File: config.mk
export PLATFORM = sky130hd
export DESIGN_NAME = sync_conditioner
export DESIGN_NICKNAME = d
export VERILOG_FILES = /design/src/rtl/sync_cond_pkg.sv /design/src/rtl/sync_channel.sv /design/src/rtl/sync_conditioner.sv
export SDC_FILE = /design/constraint.sdc
export NUM_CORES = 1
export LEC_CHECK = 0
export ABC_AREA = 1
export BUFFER_PORTS_ARGS = -buffer_cell sky130_fd_sc_hd__buf_4
export CAP_MARGIN = 20
export CORE_UTILIZATION = 50
export CTS_BUF_LIST = sky130_fd_sc_hd__clkbuf_8
export CTS_CLUSTER_DIAMETER = 40
export DETAILED_ROUTE_END_ITERATION = 7
export GPL_ROUTABILITY_DRIVEN = 0
export GPL_TIMING_DRIVEN = 0
export PLACE_DENSITY = 0.69
export SETUP_SLACK_MARGIN = 0.05
export SYNTH_ARGS = -nofsm -noshare
export SYNTH_HDL_FRONTEND = slang
export SYNTH_SLANG_ARGS = --single-unit
export TNS_END_PERCENT = 30
File: constraint.sdc
create_clock -name clk_50mhz_in -period 3.41 [get_ports clk_50mhz_in]
set_input_delay 0.5115 -clock clk_50mhz_in [delete_from_list [all_inputs] [get_ports clk_50mhz_in]]
set_output_delay 0.5115 -clock clk_50mhz_in [all_outputs]
set_load 0.02 [all_outputs]
File: src/rtl/sync_cond_pkg.sv
// Shared defaults and helpers for the sync conditioner block.
package sync_cond_pkg;

  // Defaults sized for a 50 MHz system clock (20 ms measurement window).
  localparam int unsigned DEF_CHANNELS   = 2;
  localparam int unsigned DEF_WINDOW     = 1000000;
  localparam int unsigned DEF_CNT_W      = 20;
  localparam int unsigned DEF_FILTER_LEN = 8;
  localparam int unsigned DEF_HYST       = 2;

  // Outcome of comparing the high and low duty counters at a window end.
  typedef enum logic [1:0] {
    DEC_NONE = 2'd0,
    DEC_POS  = 2'd1,
    DEC_NEG  = 2'd2
  } decision_e;

  // Bits needed to hold values 0..value-1; never less than 1.
  function automatic int unsigned clog2(input int unsigned value);
    int unsigned r;
    r = 0;
    if (value > 1) begin
      for (int i = 0; i < 32; i++) begin
        if (((value - 1) >> i) != 0) r = i + 1;
      end
    end
    return (r == 0) ? 1 : r;
  endfunction

endpackage

File: src/rtl/sync_channel.sv
// One sync input: 2-FF synchroniser, stability filter, duty measurement,
// polarity decision with hysteresis and the normalised output register.
module sync_channel
  import sync_cond_pkg::*;
#(
  parameter int unsigned CNT_W      = DEF_CNT_W,
  parameter int unsigned FILTER_LEN = DEF_FILTER_LEN,
  parameter int unsigned HYST       = DEF_HYST
) (
  input  logic clk_i,
  input  logic rst_i,
  input  logic sync_i,
  input  logic win_end_i,
  output logic sync_o,
  output logic pol_o,
  output logic active_o,
  output logic pol_changed_o
);

  localparam int unsigned FLT_W  = clog2(FILTER_LEN + 1);
  localparam int unsigned HYST_W = clog2(HYST + 1);
  localparam logic [CNT_W-1:0] CNT_MAX = '1;

  logic sync1_q, sync2_q;
  logic f;      // filtered level this cycle
  logic f_nxt;  // filtered level next cycle

  // Two-flop synchroniser for the asynchronous input.
  always_ff @(posedge clk_i) begin
    if (rst_i) begin
      sync1_q <= 1'b0;
      sync2_q <= 1'b0;
    end else begin
      sync1_q <= sync_i;
      sync2_q <= sync1_q;
    end
  end

  generate
    if (FILTER_LEN == 0) begin : g_bypass
      assign f     = sync2_q;
      assign f_nxt = sync1_q;
    end else begin : g_filter
      logic             f_q, f_d;
      logic [FLT_W-1:0] flt_cnt_q, flt_cnt_d;

      // Accept a new level only after FILTER_LEN consecutive differing samples.
      always_comb begin
        f_d       = f_q;
        flt_cnt_d = '0;
        if (sync2_q != f_q) begin
          if (flt_cnt_q == FLT_W'(FILTER_LEN - 1)) f_d = sync2_q;
          else flt_cnt_d = flt_cnt_q + FLT_W'(1);
        end
      end

      // Filter state registers.
      always_ff @(posedge clk_i) begin
        if (rst_i) begin
          f_q       <= 1'b0;
          flt_cnt_q <= '0;
        end else begin
          f_q       <= f_d;
          flt_cnt_q <= flt_cnt_d;
        end
      end

      assign f     = f_q;
      assign f_nxt = f_d;
    end
  endgenerate

  logic [CNT_W-1:0]  hi_q, lo_q, hi_s, lo_s;
  logic              edge_q, edge_s;
  logic [HYST_W-1:0] hyst_q, hyst_d;
  logic              pol_q, pol_d;
  logic              active_q, pc_q, sync_q;
  logic              flip;
  logic              opposite, matching;
  decision_e         dec;

  // Counters including the current sample, so the window-end cycle counts in the closing window.
  always_comb begin
    hi_s = hi_q;
    lo_s = lo_q;
    if (f) begin
      if (hi_q != CNT_MAX) hi_s = hi_q + CNT_W'(1);
    end else begin
      if (lo_q != CNT_MAX) lo_s = lo_q + CNT_W'(1);
    end
  end

  assign edge_s = edge_q | (f_nxt != f);

  // Polarity decision: shorter level is the pulse; ties and idle windows decide nothing.
  always_comb begin
    dec = DEC_NONE;
    if (edge_s && (hi_s < lo_s)) dec = DEC_POS;
    else if (edge_s && (hi_s > lo_s)) dec = DEC_NEG;
  end

  assign opposite = ((dec == DEC_POS) && !pol_q) || ((dec == DEC_NEG) && pol_q);
  assign matching = (dec != DEC_NONE) && !opposite;

  // Hysteresis: HYST consecutive opposite decisions flip polarity.
  always_comb begin
    hyst_d = hyst_q;
    flip   = 1'b0;
    if (win_end_i) begin
      if (opposite) begin
        if (hyst_q == HYST_W'(HYST - 1)) begin
          flip   = 1'b1;
          hyst_d = '0;
        end else begin
          hyst_d = hyst_q + HYST_W'(1);
        end
      end else if (matching) begin
        hyst_d = '0;
      end
    end
  end

  assign pol_d = pol_q ^ flip;

  // Measurement, polarity and output registers; output uses the next polarity so a flip lands together.
  always_ff @(posedge clk_i) begin
    if (rst_i) begin
      hi_q     <= '0;
      lo_q     <= '0;
      edge_q   <= 1'b0;
      hyst_q   <= '0;
      pol_q    <= 1'b1;
      active_q <= 1'b0;
      pc_q     <= 1'b0;
      sync_q   <= 1'b0;
    end else begin
      if (win_end_i) begin
        hi_q     <= '0;
        lo_q     <= '0;
        edge_q   <= 1'b0;
        active_q <= edge_s;
      end else begin
        hi_q   <= hi_s;
        lo_q   <= lo_s;
        edge_q <= edge_s;
      end
      hyst_q <= hyst_d;
      pol_q  <= pol_d;
      pc_q   <= flip;
      sync_q <= f ^ ~pol_d;
    end
  end

  assign sync_o        = sync_q;
  assign pol_o         = pol_q;
  assign active_o      = active_q;
  assign pol_changed_o = pc_q;

endmodule

File: src/rtl/sync_conditioner.sv
// Multi-channel sync polarity normaliser: shared measurement window plus
// one independent conditioning channel per sync input.
module sync_conditioner
  import sync_cond_pkg::*;
#(
  parameter int unsigned CHANNELS   = DEF_CHANNELS,
  parameter int unsigned WINDOW     = DEF_WINDOW,
  parameter int unsigned CNT_W      = DEF_CNT_W,
  parameter int unsigned FILTER_LEN = DEF_FILTER_LEN,
  parameter int unsigned HYST       = DEF_HYST
) (
  input  logic                clk_50mhz_in,
  input  logic                reset_in,
  input  logic [CHANNELS-1:0] sync_in,
  output logic [CHANNELS-1:0] sync_out,
  output logic [CHANNELS-1:0] sync_out_x,
  output logic [CHANNELS-1:0] positive_polarity_out,
  output logic [CHANNELS-1:0] active_out,
  output logic [CHANNELS-1:0] polarity_changed
);

  localparam int unsigned WIN_W = clog2(WINDOW);

  logic [WIN_W-1:0] win_q, win_d;
  logic             win_end;

  assign win_end = (win_q == WIN_W'(WINDOW - 1));

  // Window counter wraps 0..WINDOW-1.
  always_comb begin
    win_d = win_end ? '0 : win_q + WIN_W'(1);
  end

  // Window counter register; reset restarts the window.
  always_ff @(posedge clk_50mhz_in) begin
    if (reset_in) win_q <= '0;
    else          win_q <= win_d;
  end

  generate
    for (genvar c = 0; c < CHANNELS; c++) begin : g_ch
      sync_channel #(
        .CNT_W      (CNT_W),
        .FILTER_LEN (FILTER_LEN),
        .HYST       (HYST)
      ) u_ch (
        .clk_i         (clk_50mhz_in),
        .rst_i         (reset_in),
        .sync_i        (sync_in[c]),
        .win_end_i     (win_end),
        .sync_o        (sync_out[c]),
        .pol_o         (positive_polarity_out[c]),
        .active_o      (active_out[c]),
        .pol_changed_o (polarity_changed[c])
      );
    end
  endgenerate

  assign sync_out_x = ~sync_out;

endmodule

==> flow_summary.toml, run 1 <==
[clock_tree]
clk_pin_slew_ps = 80
clockBufferDepth = 2
numCtsBuffers = 17
root_buffer = "clkbuf_8"
cts_tree = "yes"
cts_hold_buf = 0
clock_latency_ps = 450
cts.sinks = 128
cts-htree-levels = 4

[flow_run]
drv_cap = 0

[detailed_routing]
wl_per_cell_um = 12.9
viasPerCell = 5.05
route.detailed.drc = 0
drtAntennaViolNets = 0
routed_wl_mm = 16.6
drt-initial-drc-count = 333
drt_pre_antenna_iters = 5
vias = 6533

[synth]
netlist_instances = 1039
yosysSeqAreaShare_pct = 35.0
ys.flop_type = "dfxtp_1"
ys_types = 43
yosysTopAreaCellShare_pct = 35.0
syn_avg_cell_area_sq_um = 7.06
synth_edf_count = 0
syn-num-nets = 1090
synth-seq-cells = 128
yosys.area.top_type = "dfxtp_1"
async_flop_share_pct = 0
synthTopCellsByArea = "dfxtp_1, nand2_1, nor2_1"
netlist_area_sq_um = 7330
yosysWarningCount = 0

[power]
vdd.ir_drop.worst_uv = 293
p_leak_nw = 3.79
power_density_nw_per_um2 = 337

[placement]
hpwl_mm = 11.8
port_buffers = 12

[timing]
setup_viol = 0
fmax_mhz = 310
fin_crit_sh_pct = 94.7
max_slew_margin_pct = 55.8
rsz0062_at_grt = "yes"
maxSlewViolCount = 0
timing.final.crit_period_ps = 3230
finalHoldViolations = 0
setup_tns_ps = 0
whs_ps = 263
tightest_slew_ps = 664
finClkSkew_ps = 16.5

[critical_path]
cp.required_ps = 3760
setup.worst_path.start_class = "flip-flop"
cp-end-kind = "flip-flop"
path_class = "reg -> reg"
arrival_ps = 3580
cp_max_fo = 6

[grt]
gr-total-overflow = 0
grt_pass1_vias = 5623
grt_max_degree = 17
grt_usage_pct = 22.0
antenna_found_initial = 0
grt_first_pass_wirelength_mm = 25.9

[die]
core_sq_um = 14100
dieArea_sq_um = 15100
fp.dieH_um = 123
start_util_pct = 52.0
row_count = 43
io-pin-count = 14
fp.dieW_um = 123

[finish]
seqCellArea_sq_um = 2590
synthToLayoutAreaGrowth_pct = 19.4
final_nets = 1151
antenna_cells = 0
utilization_pct = 62.1
multiInputGateArea_sq_um = 4490
fillers = 1293
drive_gt1_share_pct = 19.9

[worst_hold_path]
hp-class = "in -> reg"

[run_status]
outcome = "completed"
[repair_timing]
action,CTS,global route
cloned,0,2
pin swaps,1,47
setup buffers,3,25
resized for setup,9,116
endpoints found under the setup margin,5,10
[cell families (layout without fill, tap and decap cells)]
family | count (synthesis) | after routing | share of synthesized area, %
DFF | 128 | 128 | 35.0
xor gates and xnor gates | 74 | 74 | 8.94
muxes | 2 | 2 | 0.273
and+or+nand+nor | 529 | 530 | 31.7
AOI/OAI and AO/OA | 81 | 81 | 6.20
adders and majority gates | 47 | 47 | 8.02
buffers and inverters | 178 | 251 | 9.87
[final cells by class]
type	instances	share of cell area, %
multi-input cells	734	51.3
clock buffers	17	2.67
repair buffers	41	3.62
clock inverters	15	1.90
inverters	151	6.50
flip-flops and latches	128	29.6
plain buffers	27	1.84
well taps	180	2.57
[synthesized netlist by cell type, types with 2 or more instances]
library cell	n
a21o_1	2
a21oi_1	38
a31oi_1	2
and2_1	3
buf_1	2
buf_2	8
buf_4	10
clkbuf_1	6
dfxtp_1	128
ha_1	47
inv_1	146
inv_2	5
mux2i_1	2
nand2_1	187
nand3_1	67
nand3_2	2
nand3b_1	5
nand4_1	19
nor2_1	182
nor2_2	10
nor3_1	32
nor3_2	4
nor3b_1	2
nor4_1	5
o21a_1	2
o21ai_0	29
o21bai_1	4
or2_2	4
xnor2_1	18
xor2_1	55
[sequential cells by signal, indices dropped and copies added, names as in the netlist]
| signal | flops |
|---|---|
| g_ch.u_ch.active_o | 2 |
| g_ch.u_ch.edge_q | 2 |
| g_ch.u_ch.f | 2 |
| g_ch.u_ch.g_filter.flt_cnt_q | 8 |
| g_ch.u_ch.hi_q | 40 |
| g_ch.u_ch.hyst_q | 4 |
| g_ch.u_ch.lo_q | 40 |
| g_ch.u_ch.pol_changed_o | 2 |
| g_ch.u_ch.pol_o | 2 |
| g_ch.u_ch.sync1_q | 2 |
| g_ch.u_ch.sync2_q | 2 |
| g_ch.u_ch.sync_o | 2 |
| win_q | 20 |
[power by group]
| part | total (mW) | internal, mW | switching, mW |
|---|---|---|---|
| clock network | 1.32 | 0.614 | 0.705 |
| registers | 1.52 | 1.50 | 0.0135 |
| logic | 0.115 | 0.0409 | 0.0744 |
[worst paths after layout]
check / endpoint / slack (ps) / startpoint / cells past startpoint
worst min register to register: g_ch[1].u_ch.sync2_q$_SDFF_PP0_ / 410 / g_ch[1].u_ch.sync1_q$_SDFF_PP0_ / 2
worst min-delay path: g_ch[0].u_ch.sync1_q$_SDFF_PP0_ / 260 / sync_in[0] / 3
worst max-delay path: g_ch[0].u_ch.hyst_q[0]$_SDFFE_PP0P_ / 180 / g_ch[0].u_ch.hi_q[8]$_SDFF_PP0_ / 23
worst max register to register: g_ch[0].u_ch.hyst_q[0]$_SDFFE_PP0P_ / 180 / g_ch[0].u_ch.hi_q[8]$_SDFF_PP0_ / 23
[cell usage in the layout, fill, tap and decap left out, types with 15 or more instances in the layout]
cell type  Yosys  layout
nand3_1       67      59
dfxtp_1      128     113
xnor2_1       18      17
inv_1        146     141
nor2_1       182     164
ha_1          47      41
xor2_1        55      46
nand4_1       19      19
o21ai_0       29      26
nand2_2        1      15
nor3_1        32      27
nand2_1      187     174
clkbuf_8       0      17
nor2_2        10      21
a21oi_1       38      31
buf_4         10      46
[stage by stage]
step	total power, mW	instances	area (sq um)	setup slack [ps]
5_1_grt	3.06	1293	8750	-44.9
4_1_cts	2.97	1266	8120	23.4
6_report	2.95	1293	8750	182
2_1_floorplan	1.62	1039	7330	348
3_3_place_gp	1.65	1231	7650	-115
3_5_place_dp	1.66	1231	7650	-163
[worst max-delay path, stage by stage (launching register included)]
cell,delay (ps)
dfxtp_4,370
inv_2,60
nor3_4,250
nand4_4,170
nor2_4,160
nand3_2,100
o21ai_2,210
buf_6,170
nor2_2,50
xor2_2,170
inv_2,70
ha_4,260
nand2_1,50
nor2_1,120
nand2_1,130
nor2_4,160
nand2_2,70
nand4_1,100
nand2_2,100
buf_6,120
nand3_1,50
nand2_1,60
nand2_1,80
nor2_1,50
[layer usage]
| layer | routed length, um | global-route usage [%] | vias to the layer above |
|---|---|---|---|
| met1 | 8110 | 30.0 | 3007 |
| met2 | 7660 | 35.5 | 107 |
| met3 | 683 | 4.61 | 17 |
| met5 | 0 | 0 | - |
| li1 | - | - | 3402 |
| met4 | 173 | 5.27 | 0 |
Power figures use the tool's default switching activity.
==> inputs of run 2 (changes only) <==
==> constraint.sdc (replaced) <==
create_clock -name clk_50mhz_in -period 3.57 [get_ports clk_50mhz_in]
set_input_delay 0.5355 -clock clk_50mhz_in [delete_from_list [all_inputs] [get_ports clk_50mhz_in]]
set_output_delay 0.5355 -clock clk_50mhz_in [all_outputs]
set_load 0.02 [all_outputs]
==> flow_summary.toml, run 2 (synthesis results as in run 1) <==
[critical_path]
startpoint = "g_ch[0].u_ch.hi_q[0]$_SDFF_PP0_"
cp_max_fo = 5
r2r_cells = 24
arrival_ps = 3680
rr_startpoint = "g_ch[0].u_ch.hi_q[0]$_SDFF_PP0_"
setup.worst_path.start_class = "flip-flop"
cpPeakStageDelay_ps = 380
timing.critical_path.mode_cell = "nand2_1"
r2r_slack_ps = 240
cpLargestDelayFamily = "simple AND/OR/NAND/NOR gates"
rr_endpoint = "g_ch[0].u_ch.hyst_q[0]$_SDFFE_PP0P_"
crit_slowest_cell = "dfxtp_4"
path_depth = 24
crit_end = "g_ch[0].u_ch.hyst_q[0]$_SDFFE_PP0P_"
cp-end-kind = "flip-flop"
path_class = "reg -> reg"
cp.required_ps = 3920
path_cells = "ha_1, inv_1, nor2_4, nand4_4, nor2_4, nand3_4, o21ai_4, buf_6, nor2_1, xor2_1, inv_1, ha_1, nand2_1, nor2_1, nand2_1, nor2_2, nand2_2, nand4_1, nand2_2, buf_4, nand3_1, nand2_1, nand2_1, nor2_1"
path_buf_inv = 4

[power]
vdd.ir_drop.worst_uv = 281
power_density_nw_per_um2 = 339
p_leak_nw = 3.67

[die]
core_sq_um = 14100
start_util_pct = 52.0
io-pin-count = 14
fp.dieW_um = 123
fp.dieH_um = 123
row_count = 43
dieArea_sq_um = 15100

[timing]
tightest_slew_ps = 653
fin_crit_sh_pct = 93.4
fmax_mhz = 300
rsz0062_at_grt = "yes"
fin_ws_ps = 237
setup_viol = 0
finalHoldViolations = 0
max_slew_margin_pct = 56.5
finClkSkew_ps = 13.6
setup_tns_ps = 0
timing.final.crit_period_ps = 3330
maxSlewViolCount = 0

[detailed_routing]
vias = 6340
drt_pre_antenna_iters = 4
routed_wl_mm = 15.7
drtAntennaViolNets = 0
route.detailed.drc = 0
wl_per_cell_um = 12.3
viasPerCell = 4.96
drt-initial-drc-count = 362

[clock_tree]
clk_pin_slew_ps = 80
cts-htree-levels = 4
root_buffer = "clkbuf_8"
numCtsBuffers = 17
clockBufferDepth = 2
clock_latency_ps = 450
cts_tree = "yes"
cts.sinks = 128

[grt]
antenna_found_initial = 0
grt_first_pass_wirelength_mm = 25.7
grt_pass1_vias = 5592
grt_usage_pct = 21.9
gr-total-overflow = 0
grt_max_degree = 17

[finish]
stdcell_count = 1277
top_regs = "g_ch.u_ch.hi_q x40, g_ch.u_ch.lo_q x40, win_q x20"
drive_gt1_share_pct = 13.4
antenna_cells = 0
final_nets = 1135
final_common_cell = "nand2_1"
final_cell_mix = "nand2_1, nor2_1, inv_1, dfxtp_1, nand3_1"
synthToLayoutAreaGrowth_pct = 13.3

[worst_hold_path]
hp-class = "in -> reg"

[run_status]
outcome = "completed"

[placement]
port_buffers = 12
dp_slack_ps = -2.57
dpl.cell_count = 1231
hpwl_mm = 11.8

[flow_run]
drv_cap = 0
run 2: worst min-delay path by stage:
stage,startpoint,to,slack [ps],depth (start not counted)
global route,sync_in[0],g_ch[0].u_ch.sync1_q$_SDFF_PP0_,280,3
detailed placement,g_ch[0].u_ch.sync1_q$_SDFF_PP0_,g_ch[0].u_ch.sync2_q$_SDFF_PP0_,400,2
global placement,g_ch[1].u_ch.sync1_q$_SDFF_PP0_,g_ch[1].u_ch.sync2_q$_SDFF_PP0_,400,2
floorplan,g_ch[0].u_ch.sync1_q$_SDFF_PP0_,g_ch[0].u_ch.sync2_q$_SDFF_PP0_,390,2
CTS,sync_in[0],g_ch[0].u_ch.sync1_q$_SDFF_PP0_,270,3
finish,sync_in[0],g_ch[0].u_ch.sync1_q$_SDFF_PP0_,280,3
run 2: power breakdown:
group,internal (mW),switching (mW)
Clock,0.586,0.676
Combinational,0.0331,0.0688
Sequential,1.44,0.0102
run 2: worst min-delay path, cell delays in order:
cell and delay (ps):
buf_4 70, inv_1 30, nor2_1 60
run 2: area by class of cell:
cell class / instances / area [sq um]
Clock buffer: 17 / 234
Tap cell: 180 / 225
Multi-Input combinational cell: 733 / 4180
Sequential cell: 128 / 2580
Inverter: 151 / 567
Timing Repair Buffer: 26 / 193
Fill cell: 1377 / 5790
Clock inverter: 15 / 166
Buffer: 27 / 161
run 2: what timing repair did:
action | 4_1_cts | 5_1_grt
hold buffers | 0 | 0
pin swaps | 0 | 17
cloned | 0 | 1
resized for setup | 1 | 45
buffers inserted | 0 | 13
hold endpoints to repair | 0 | 0
setup endpoints to repair | 1 | 10
run 2: metal layers:
| layer | global-route usage (%) | vias up | wire length [um] |
|---|---|---|---|
| met2 | 35.2 | 114 | 7020 |
| li1 | - | 3365 | - |
| met4 | 5.20 | 0 | 108 |
| met5 | 0 | - | 0 |
| met3 | 4.57 | 11 | 647 |
| met1 | 30.0 | 2850 | 7930 |
run 2: per-stage QoR:
stage	util, %	hold slack (ps)	cell area [sq um]	power [mW]
global placement	54.2	398	7650	1.58
floorplan	-	388	7330	1.55
global route	58.9	280	8310	2.91
finish	58.9	284	8310	2.81
CTS	57.1	268	8050	2.83
detailed placement	54.2	400	7650	1.58
